--- src/rtl/frame_buffer_scheduler_pkg.sv ---
// Shared types and defaults for the double-buffered frame scheduler.
package frame_sched_pkg;

    localparam int unsigned VRAM_A_WIDTH_DEF = 16;

    typedef enum logic [1:0] {
        S_START     = 2'd0,
        S_WAIT_BUSY = 2'd1,
        S_DRAW      = 2'd2,
        S_READY     = 2'd3
    } sched_state_t;

    // Bits needed to count 0 .. n-1, never less than one.
    function automatic int unsigned cnt_width(input int unsigned n);
        return (n > 1) ? $clog2(n) : 1;
    endfunction

endpackage

--- src/rtl/frame_buffer_scheduler_sat_counter.sv ---
// Up-counter with synchronous clear and optional saturation at all-ones.
module sat_counter
    import frame_sched_pkg::*;
#(
    parameter int unsigned WIDTH = 8
) (
    input  logic             clk,
    input  logic             rst,
    input  logic             clr,
    input  logic             inc,
    input  logic             saturate,
    output logic [WIDTH-1:0] count
);

    logic at_max;

    assign at_max = (count == '1);

    always_ff @(posedge clk or negedge rst) begin
        if (!rst) begin
            count <= '0;
        end else if (clr) begin
            count <= '0;
        end else if (inc && !(saturate && at_max)) begin
            count <= count + WIDTH'(1);
        end
    end

endmodule

--- src/rtl/frame_buffer_scheduler.sv ---
// Frame sequencer for a two-bank VRAM: starts the layer controller, gates its
// writes into the draw bank and swaps banks at vsync once drawing is done.
module frame_buffer_scheduler
    import frame_sched_pkg::*;
#(
    parameter int unsigned VRAM_A_WIDTH    = VRAM_A_WIDTH_DEF,
    parameter int unsigned WAIT_TIMEOUT    = 1024,
    parameter int unsigned DROP_CNT_WIDTH  = 8,
    parameter int unsigned FRAME_CNT_WIDTH = 16
) (
    input  logic                       CLK,
    input  logic                       rst,
    input  logic                       pix_stb,
    input  logic                       screenend,
    input  logic                       i_layer_drawing,
    input  logic [VRAM_A_WIDTH-1:0]    i_draw_address,
    input  logic                       i_draw_we,
    input  logic [VRAM_A_WIDTH-1:0]    i_scan_address,
    output logic                       o_frame_start,
    output logic [VRAM_A_WIDTH:0]      o_wr_address,
    output logic                       o_wr_en,
    output logic [VRAM_A_WIDTH:0]      o_rd_address,
    output logic                       o_disp_bank,
    output logic [DROP_CNT_WIDTH-1:0]  o_drop_cnt,
    output logic [FRAME_CNT_WIDTH-1:0] o_frame_cnt,
    output logic                       o_timeout
);

    localparam int unsigned TW = cnt_width(WAIT_TIMEOUT);
    localparam logic [TW-1:0] WAIT_LAST = TW'(WAIT_TIMEOUT - 1);

    sched_state_t state;
    logic         disp_bank;
    logic         draw_bank;
    logic         vsync;
    logic         wait_last;
    logic         wait_clr;
    logic         wait_inc;
    logic         drop_inc;
    logic [TW-1:0] wait_cnt;

    assign vsync     = pix_stb & screenend;
    assign draw_bank = ~disp_bank;
    assign wait_last = (wait_cnt == WAIT_LAST);

    // Counter runs only while waiting for busy and is zero in every other state.
    always_comb begin
        wait_inc = 1'b0;
        wait_clr = 1'b1;
        drop_inc = 1'b0;
        if (state == S_WAIT_BUSY) begin
            wait_inc = 1'b1;
            wait_clr = i_layer_drawing | wait_last;
        end
        if (state != S_READY) begin
            drop_inc = vsync;
        end
    end

    sat_counter #(
        .WIDTH (TW)
    ) u_wait_cnt (
        .clk      (CLK),
        .rst      (rst),
        .clr      (wait_clr),
        .inc      (wait_inc),
        .saturate (1'b1),
        .count    (wait_cnt)
    );

    sat_counter #(
        .WIDTH (DROP_CNT_WIDTH)
    ) u_drop_cnt (
        .clk      (CLK),
        .rst      (rst),
        .clr      (1'b0),
        .inc      (drop_inc),
        .saturate (1'b1),
        .count    (o_drop_cnt)
    );

    always_ff @(posedge CLK or negedge rst) begin
        if (!rst) begin
            state         <= S_START;
            disp_bank     <= 1'b0;
            o_frame_start <= 1'b1;
            o_frame_cnt   <= '0;
            o_timeout     <= 1'b0;
        end else begin
            case (state)
                S_START: begin
                    if (pix_stb) begin
                        state         <= S_WAIT_BUSY;
                        o_frame_start <= 1'b0;
                    end
                end
                S_WAIT_BUSY: begin
                    if (i_layer_drawing) begin
                        state <= S_DRAW;
                    end else if (wait_last) begin
                        state         <= S_START;
                        o_frame_start <= 1'b1;
                        o_timeout     <= 1'b1;
                    end
                end
                S_DRAW: begin
                    if (!i_layer_drawing) begin
                        state <= S_READY;
                    end
                end
                S_READY: begin
                    if (vsync) begin
                        state         <= S_START;
                        disp_bank     <= ~disp_bank;
                        o_frame_cnt   <= o_frame_cnt + FRAME_CNT_WIDTH'(1);
                        o_frame_start <= 1'b1;
                    end
                end
                default: state <= S_START;
            endcase
        end
    end

    assign o_disp_bank  = disp_bank;
    assign o_wr_address = {draw_bank, i_draw_address};
    assign o_rd_address = {disp_bank, i_scan_address};
    assign o_wr_en      = i_draw_we & i_layer_drawing & (state == S_DRAW);

endmodule

--- config.mk ---
export PLATFORM = sky130hd
export DESIGN_NAME = frame_buffer_scheduler
export DESIGN_NICKNAME = d
export VERILOG_FILES = /design/src/rtl/frame_buffer_scheduler_pkg.sv /design/src/rtl/frame_buffer_scheduler_sat_counter.sv /design/src/rtl/frame_buffer_scheduler.sv
export SDC_FILE = /design/constraint.sdc
export NUM_CORES = 1
export LEC_CHECK = 0
export ABC_AREA = 0
export CORE_ASPECT_RATIO = 0.7
export CORE_MARGIN = 8
export CORE_UTILIZATION = 44
export DETAILED_ROUTE_END_ITERATION = 7
export PLACE_DENSITY = 0.88
export SYNTH_ARGS = -nofsm -noshare
export SYNTH_HDL_FRONTEND = slang
export SYNTH_SLANG_ARGS = --single-unit
--- constraint.sdc ---
create_clock -name CLK -period 3.4 [get_ports CLK]
set_input_delay 0.34 -clock CLK [delete_from_list [all_inputs] [get_ports CLK]]
set_output_delay 0.34 -clock CLK [all_outputs]
set_load 0.05 [all_outputs]
==> results of run 1 <==
==> state kept, by name, summed over array words and instances (netlist names), named ones only <==
| signal | flops |
|---|---|
| state | 1 |
| o_frame_cnt | 16 |
| o_timeout | 1 |
| u_wait_cnt.count | 10 |
| o_frame_start | 1 |
| u_drop_cnt.count | 8 |
| o_disp_bank | 1 |
==> routing by layer <==
metal | GRT usage | up-vias
met4 | 0.05155 | 0
met3 | 0.05866 | 12
li1 | - | 671
met2 | 0.1664 | 39
met1 | 0.1471 | 669
met5 | 0 | -
==> power groups by stage <==
| stage | Clock (mW) | Sequential [mW] | Combinational (mW) |
|---|---|---|---|
| after global routing | 0.407 | 0.663 | 0.707 |
| final | 0.373 | 0.646 | 0.661 |
| after global placement | 0 | 0.651 | 0.657 |
| after CTS | 0.383 | 0.648 | 0.669 |
| after floorplan | 0 | 0.863 | 0.349 |
| after detailed placement | 0 | 0.655 | 0.670 |
==> worst max-delay path by stage <==
stage,startpoint,end,depth (start not counted)
detailed placement,i_layer_drawing,o_wr_en,5
global route,i_layer_drawing,o_wr_en,5
CTS,i_layer_drawing,o_wr_en,5
floorplan,u_drop_cnt.count[3]$_DFFE_PN0P_,u_drop_cnt.count[1]$_DFFE_PN0P_,4
finish,i_layer_drawing,o_wr_en,5
global placement,i_layer_drawing,o_wr_en,5
==> metrics by stage <==
stage               hold slack (ps)  instances    util  setup WS (ps)
detailed placement            458.0        259  0.4783           1092
global placement              455.5        259  0.4783           1148
CTS                           189.9        266  0.5004           1099
floorplan                     44.41        202       -           1726
global route                  223.2        266  0.5004           1047
finish                        151.5        266  0.5004           1109
==> cells in the final DEF, fill, tap and decap left out, drive strengths merged, types with 2 or more instances in the layout <==
cell type and n:
nand2 14, xor2 9, nor3 4, o21ai 5, a31oi 2, a21oi 6
nor2 15, clkdlybuf4s50 34, and4 7, inv 3, o21a 2, nand2b 4
nand4 5, and2 5, xnor2 16, and3 4, ha 3, nand3 15
clkbuf 6, dfrtp 38, mux2 3
==> synth_stat cells (all sizes together) <==
cell    number  area (sq um)
a21oi        6         30.03
a311oi       1         8.760
a31oi        2         12.51
and2         5         31.28
and3         4         25.02
and4         7         63.81
buf         35         266.5
dfrtp       38         950.9
dfstp        1         26.28
ha           3         37.54
inv          3         11.26
mux2         3         33.78
nand2       14         52.55
nand2b       4         25.02
nand3       15         75.07
nand4        5         37.53
nor2        15         56.30
nor3         4         30.03
nor4         1         12.51
o211ai       1         7.510
o21a         2         15.01
o21ai        5         25.02
or2          1         6.260
or3          1         6.260
or3b         1         8.760
xnor2       16         140.1
xor2         9         78.83
==> worst reg2reg max path, delay by kind of cell, from the launching register on <==
kind	cells	cell delay (ps)
flops	1	460
simple gates	3	990
xor+xnor	1	140
==> layout make-up <==
cell class | count | area [sq um] | share of cell area
flip-flops and latches | 39 | 977.2 | 0.4199
multi-input cells | 125 | 819.5 | 0.3522
repair buffers | 35 | 345.3 | 0.1484
clock buffers | 6 | 72.57 | 0.03118
well taps | 57 | 71.32 | 0.03065
clock inverters | 1 | 30.03 | 0.01290
inverters | 3 | 11.26 | 0.004839
==> cells by family (layout without fill, tap and decap cells) <==
family	count (synthesis)	in the layout
and+or+nand+nor	77	77
DFF	39	39
buffers and inverters	38	45
xor gates and xnor gates	25	25
AOI/OAI and AO/OA	17	17
adders and majority gates	3	3
muxes	3	3
==> impl_metrics.toml, run 1 <==
[status]
outcome = "finished, final reports clean"

[setup_path]
worstSetupEndpointType = "output pin"
r2r_start = "state[0]$_DFFE_PN0P_"
reg2reg_slack_ps = 1700
critPathBufInv = 2
cpMaxStageDelayCell = "clkdlybuf4s50_1"
timing.critical_path.mode_cell = "clkdlybuf4s50_1"
worst_setup_path_start_kind = "primary input"
arrival_ps = 1950
timing.setup.critical_path_class = "in -> out"
cpPeakStageDelay_ps = 810
worst-endpoint-required_ps = 3060
worst-r2r-cell-count = 4
crit-reg2reg-capture = "o_frame_cnt[11]$_DFFE_PN0P_"
critical-path-top-delay-family = "buffers and inverters"
worst-path-max-fanout = 3
cp_cell_sequence = "clkdlybuf4s50_1 -> nand2_1 -> nor2_1 -> and2_1 -> clkdlybuf4s50_1"

[route]
viasPerCell = 5.229
m1WireLength_microns = 1874
detail_route.drc_violations = 0
detail_route.wl_per_cell_microns = 14.66
routed-wl-met3_microns = 274
route.vias.total = 1391
met2RoutedLength_microns = 1676
drt_iter0_drc = 39
postRouteAntennaNets = 0
detailedRoute.firstPassIterationCount = 4
drt-total-wl_microns = 3899
routed.top_layer = "met4"

[pwr]
p_total_mw = 1.680
p_switching_uw = 687.4
powerDensity_mw_per_mm2 = 721.8
share_comb_of_total_power = 0.394
seq_power_share = 0.385
power_report.internal_total_uw = 992.4
static_leak_nw = 0.9845
swShare = 0.4092
vdd_ir_drop_max_v = 0.0002030
share_clk_of_total_power = 0.222

[timing]
grt_setup_unrepaired = "false"
fin_crit_ps = 2291
tightestPinTransition_ps = 854.4
fin_setup_tns_ps = 0
timing.slew.headroom = 0.4304
hold_viol = 0
max_freq_mhz = 436.5
slew_viol_final = 0
worst_clock_skew_ps = 8.314
setup-violations-final = 0
timing.final.crit_share = 0.6738

[clocking]
clock_h_tree_levels = 2
post_cts_hold_buffer_count = 0
insertion_delay_ps = 290
cts.repair.resized = 0
clk_root_buffer_cell = "clkbuf_8"
cts_tree = "built"
num_clock_sinks = 39
cts_max_path_buffers = 2
post_cts.repair.setup_buffers = 0
clk_transition_reported_paths_ps = 80
cts_buffers = 5

[flow_run]
cap_violations = 0

[placed_design]
gp_congestion = 0.8700
io_buffers = 35
place_hpwl_microns = 2908
placed_cell_areas_sq_mm = 0.002225

[global_routing]
grt_util_all_layers = 0.1178
globalRoute.totalOverflow = 0
grt_pass1_vias = 1430
grt_max_degree = 40
initial_antenna_violation_count = 0
wire_length_of_the_first_global_routing_pass_microns = 6748

[synth]
post_synth_and_or_nand_nor_area_fraction = 0.2075
dominant_combinational_cell_family_by_area_after_synthesis = "simple AND/OR/NAND/NOR gates"
synth_warnings = 0
post_synth_fa_ha_maj_area_fraction = 0.01809
syn_inst = 202
syn-mean-instance-area_sq_um = 10.27
mux_contribution_to_synthesized_area = 0.01628
synth_compound_gate_area_share = 0.04765
post_synth_xor_area_fraction = 0.1055
yosysSeqAreaShare = 0.4710
mapped_nets = 243
combined_area_of_all_synthesized_cells_sq_mm = 0.002074
synthesized_flop_and_latch_total = 39
netlist-cell-type-count = 31

[final_layout]
layout.filler_cells = 417
post_route_cells_drive_above_1_share = 0.08612
nNetsFinal = 250
area.growth.synth_to_final_pct = 12.18
antennaDiodeCount = 0
final_design_area_no_fill_sq_mm = 0.002327

[floorplanning]
dieWidth_microns = 98.07
core_sq_mm = 0.004651
fp.dieH_microns = 73.45
die_area_sq_mm = 0.007203
initial_utilization = 0.4461
boundaryPins = 100
placement_rows = 21

[worst_hold_path]
hp-class = "in -> async"
Power figures use the tool's default switching activity.
==> run 2, diff against run 1 <==
--- a/config.mk
+++ b/config.mk
@@ -8,9 +8,9 @@
 export ABC_AREA = 0
 export CORE_ASPECT_RATIO = 0.7
 export CORE_MARGIN = 8
-export CORE_UTILIZATION = 44
+export CORE_UTILIZATION = 41
 export DETAILED_ROUTE_END_ITERATION = 7
-export PLACE_DENSITY = 0.88
+export PLACE_DENSITY = 0.83
 export SYNTH_ARGS = -nofsm -noshare
 export SYNTH_HDL_FRONTEND = slang
 export SYNTH_SLANG_ARGS = --single-unit
==> constraint.sdc (replaced) <==
create_clock -name CLK -period 2.4 [get_ports CLK]
set_input_delay 0.24 -clock CLK [delete_from_list [all_inputs] [get_ports CLK]]
set_output_delay 0.24 -clock CLK [all_outputs]
set_load 0.05 [all_outputs]
==> impl_metrics.toml, run 2 (synthesis results as in run 1) <==
[timing]
slew_viol_final = 0
fin_crit_ps = 1875
grt_setup_unrepaired = "false"
worst_hold_slack_ps = 47.44
worst_clock_skew_ps = 14.25
tightestPinTransition_ps = 839.2
timing.slew.headroom = 0.4405
hold_viol = 0
fin_setup_tns_ps = 0
timing.final.crit_share = 0.7814
max_freq_mhz = 533.2
setup-violations-final = 0

[global_routing]
grt_pass1_vias = 1349
globalRoute.totalOverflow = 0
grt_max_degree = 40
initial_antenna_violation_count = 0
grt_util_all_layers = 0.1031
wire_length_of_the_first_global_routing_pass_microns = 6223

[placed_design]
place_hpwl_microns = 2859
dp_cells = 271
gp_congestion = 0.8089
io_buffers = 35
placed_cell_areas_sq_mm = 0.002237

[route]
detail_route.drc_violations = 0
postRouteAntennaNets = 0
route.vias.total = 1388
detail_route.wl_per_cell_microns = 13.60
detailedRoute.firstPassIterationCount = 4
drt-total-wl_microns = 3795
viasPerCell = 4.975
drt_iter0_drc = 32

[flow_run]
cap_violations = 0

[setup_path]
worst_setup_path_start_kind = "flop"
r2r_start = "u_wait_cnt.count[0]$_DFFE_PN0P_"
worst-path-max-fanout = 2
critical-path-top-delay-family = "buffers and inverters"
timing.setup.critical_path_class = "reg -> out"
critPathBufInv = 1
cpPeakStageDelay_ps = 800
worst-r2r-cell-count = 5
reg2reg_slack_ps = 730
crit-reg2reg-capture = "o_frame_start$_DFFE_PN1P_"
worst-endpoint-required_ps = 2160
cp_cell_sequence = "clkdlybuf4s50_1"
worstSetupEndpointType = "output pin"
arrival_ps = 1640
cpMaxStageDelayCell = "clkdlybuf4s50_1"

[floorplanning]
die_area_sq_mm = 0.007629
placement_rows = 21
initial_utilization = 0.4291
core_sq_mm = 0.004835
fp.dieH_microns = 75.52
boundaryPins = 100
dieWidth_microns = 101.0

[pwr]
powerDensity_mw_per_mm2 = 977.7
static_leak_nw = 0.9763
p_total_mw = 2.271
vdd_ir_drop_max_v = 0.0003249

[final_layout]
register_bank_with_the_most_flops = "o_frame_cnt"
antennaDiodeCount = 0
final-instance-count-excl-fill = 279
biggestRegsByFlops = "o_frame_cnt (16), u_wait_cnt.count (10), u_drop_cnt.count (8)"
area.growth.synth_to_final_pct = 11.94
nNetsFinal = 250
layout_commonest_cell = "dfrtp_1"
final_design_area_no_fill_sq_mm = 0.002322
largest_register_ffs = 16
mostFrequentLayoutCells = "dfrtp_1 (38), clkdlybuf4s50_1 (33), xnor2_1 (16), nor2_1 (15), nand3_1 (15)"
post_route_cells_drive_above_1_share = 0.09524

[clocking]
cts_max_path_buffers = 2
cts_buffers = 5
clock_h_tree_levels = 2
clk_transition_reported_paths_ps = 80
post_cts.repair.setup_buffers = 0
cts_tree = "built"
insertion_delay_ps = 290
num_clock_sinks = 39
post_cts_hold_buffer_count = 0
clk_root_buffer_cell = "clkbuf_8"
cts.repair.resized = 0

[status]
outcome = "finished, final reports clean"

[worst_hold_path]
hp-class = "in -> async"
## run 2: worst max path at each step
stage                                         start                         endpoint  cells past startpoint
floorplan           u_drop_cnt.count[3]$_DFFE_PN0P_  u_drop_cnt.count[1]$_DFFE_PN0P_                      4
global placement                            pix_stb      o_frame_cnt[11]$_DFFE_PN0P_                      5
detailed placement                          pix_stb      o_frame_cnt[11]$_DFFE_PN0P_                      5
CTS                       o_frame_start$_DFFE_PN1P_                    o_frame_start                      1
global route              o_frame_start$_DFFE_PN1P_                    o_frame_start                      1
finish                    o_frame_start$_DFFE_PN1P_                    o_frame_start                      1
## run 2: final cells by class
class | instances | area (sq um)
fill | 467 | 2512
sequential | 39 | 977.2
multi-input combinational | 125 | 819.5
timing repair buffer | 35 | 342.8
tap | 69 | 86.33
clock buffer | 6 | 72.57
clock inverter | 2 | 12.51
inverter | 3 | 11.26
## run 2: power breakdown
part | total, mW | internal [mW] | switching, mW
clock | 0.428 | 0.203 | 0.225
combinational | 0.931 | 0.323 | 0.608
sequential | 0.911 | 0.777 | 0.134
## run 2: metrics by stage
stage               worst slack (ps)  utilization
floorplan                      726.3            -
CTS                            508.1       0.4803
global placement               459.2       0.4627
global route                   483.6       0.4803
detailed placement             420.2       0.4627
finish                         524.5       0.4803
## run 2: per-layer routing
metal | GRT usage | wire (microns) | up-vias
li1 | - | - | 670
met1 | 0.1243 | 1806 | 668
met2 | 0.1595 | 1628 | 42
met3 | 0.05201 | 336 | 8
met4 | 0.02956 | 23 | 0
met5 | 0 | 0 | -
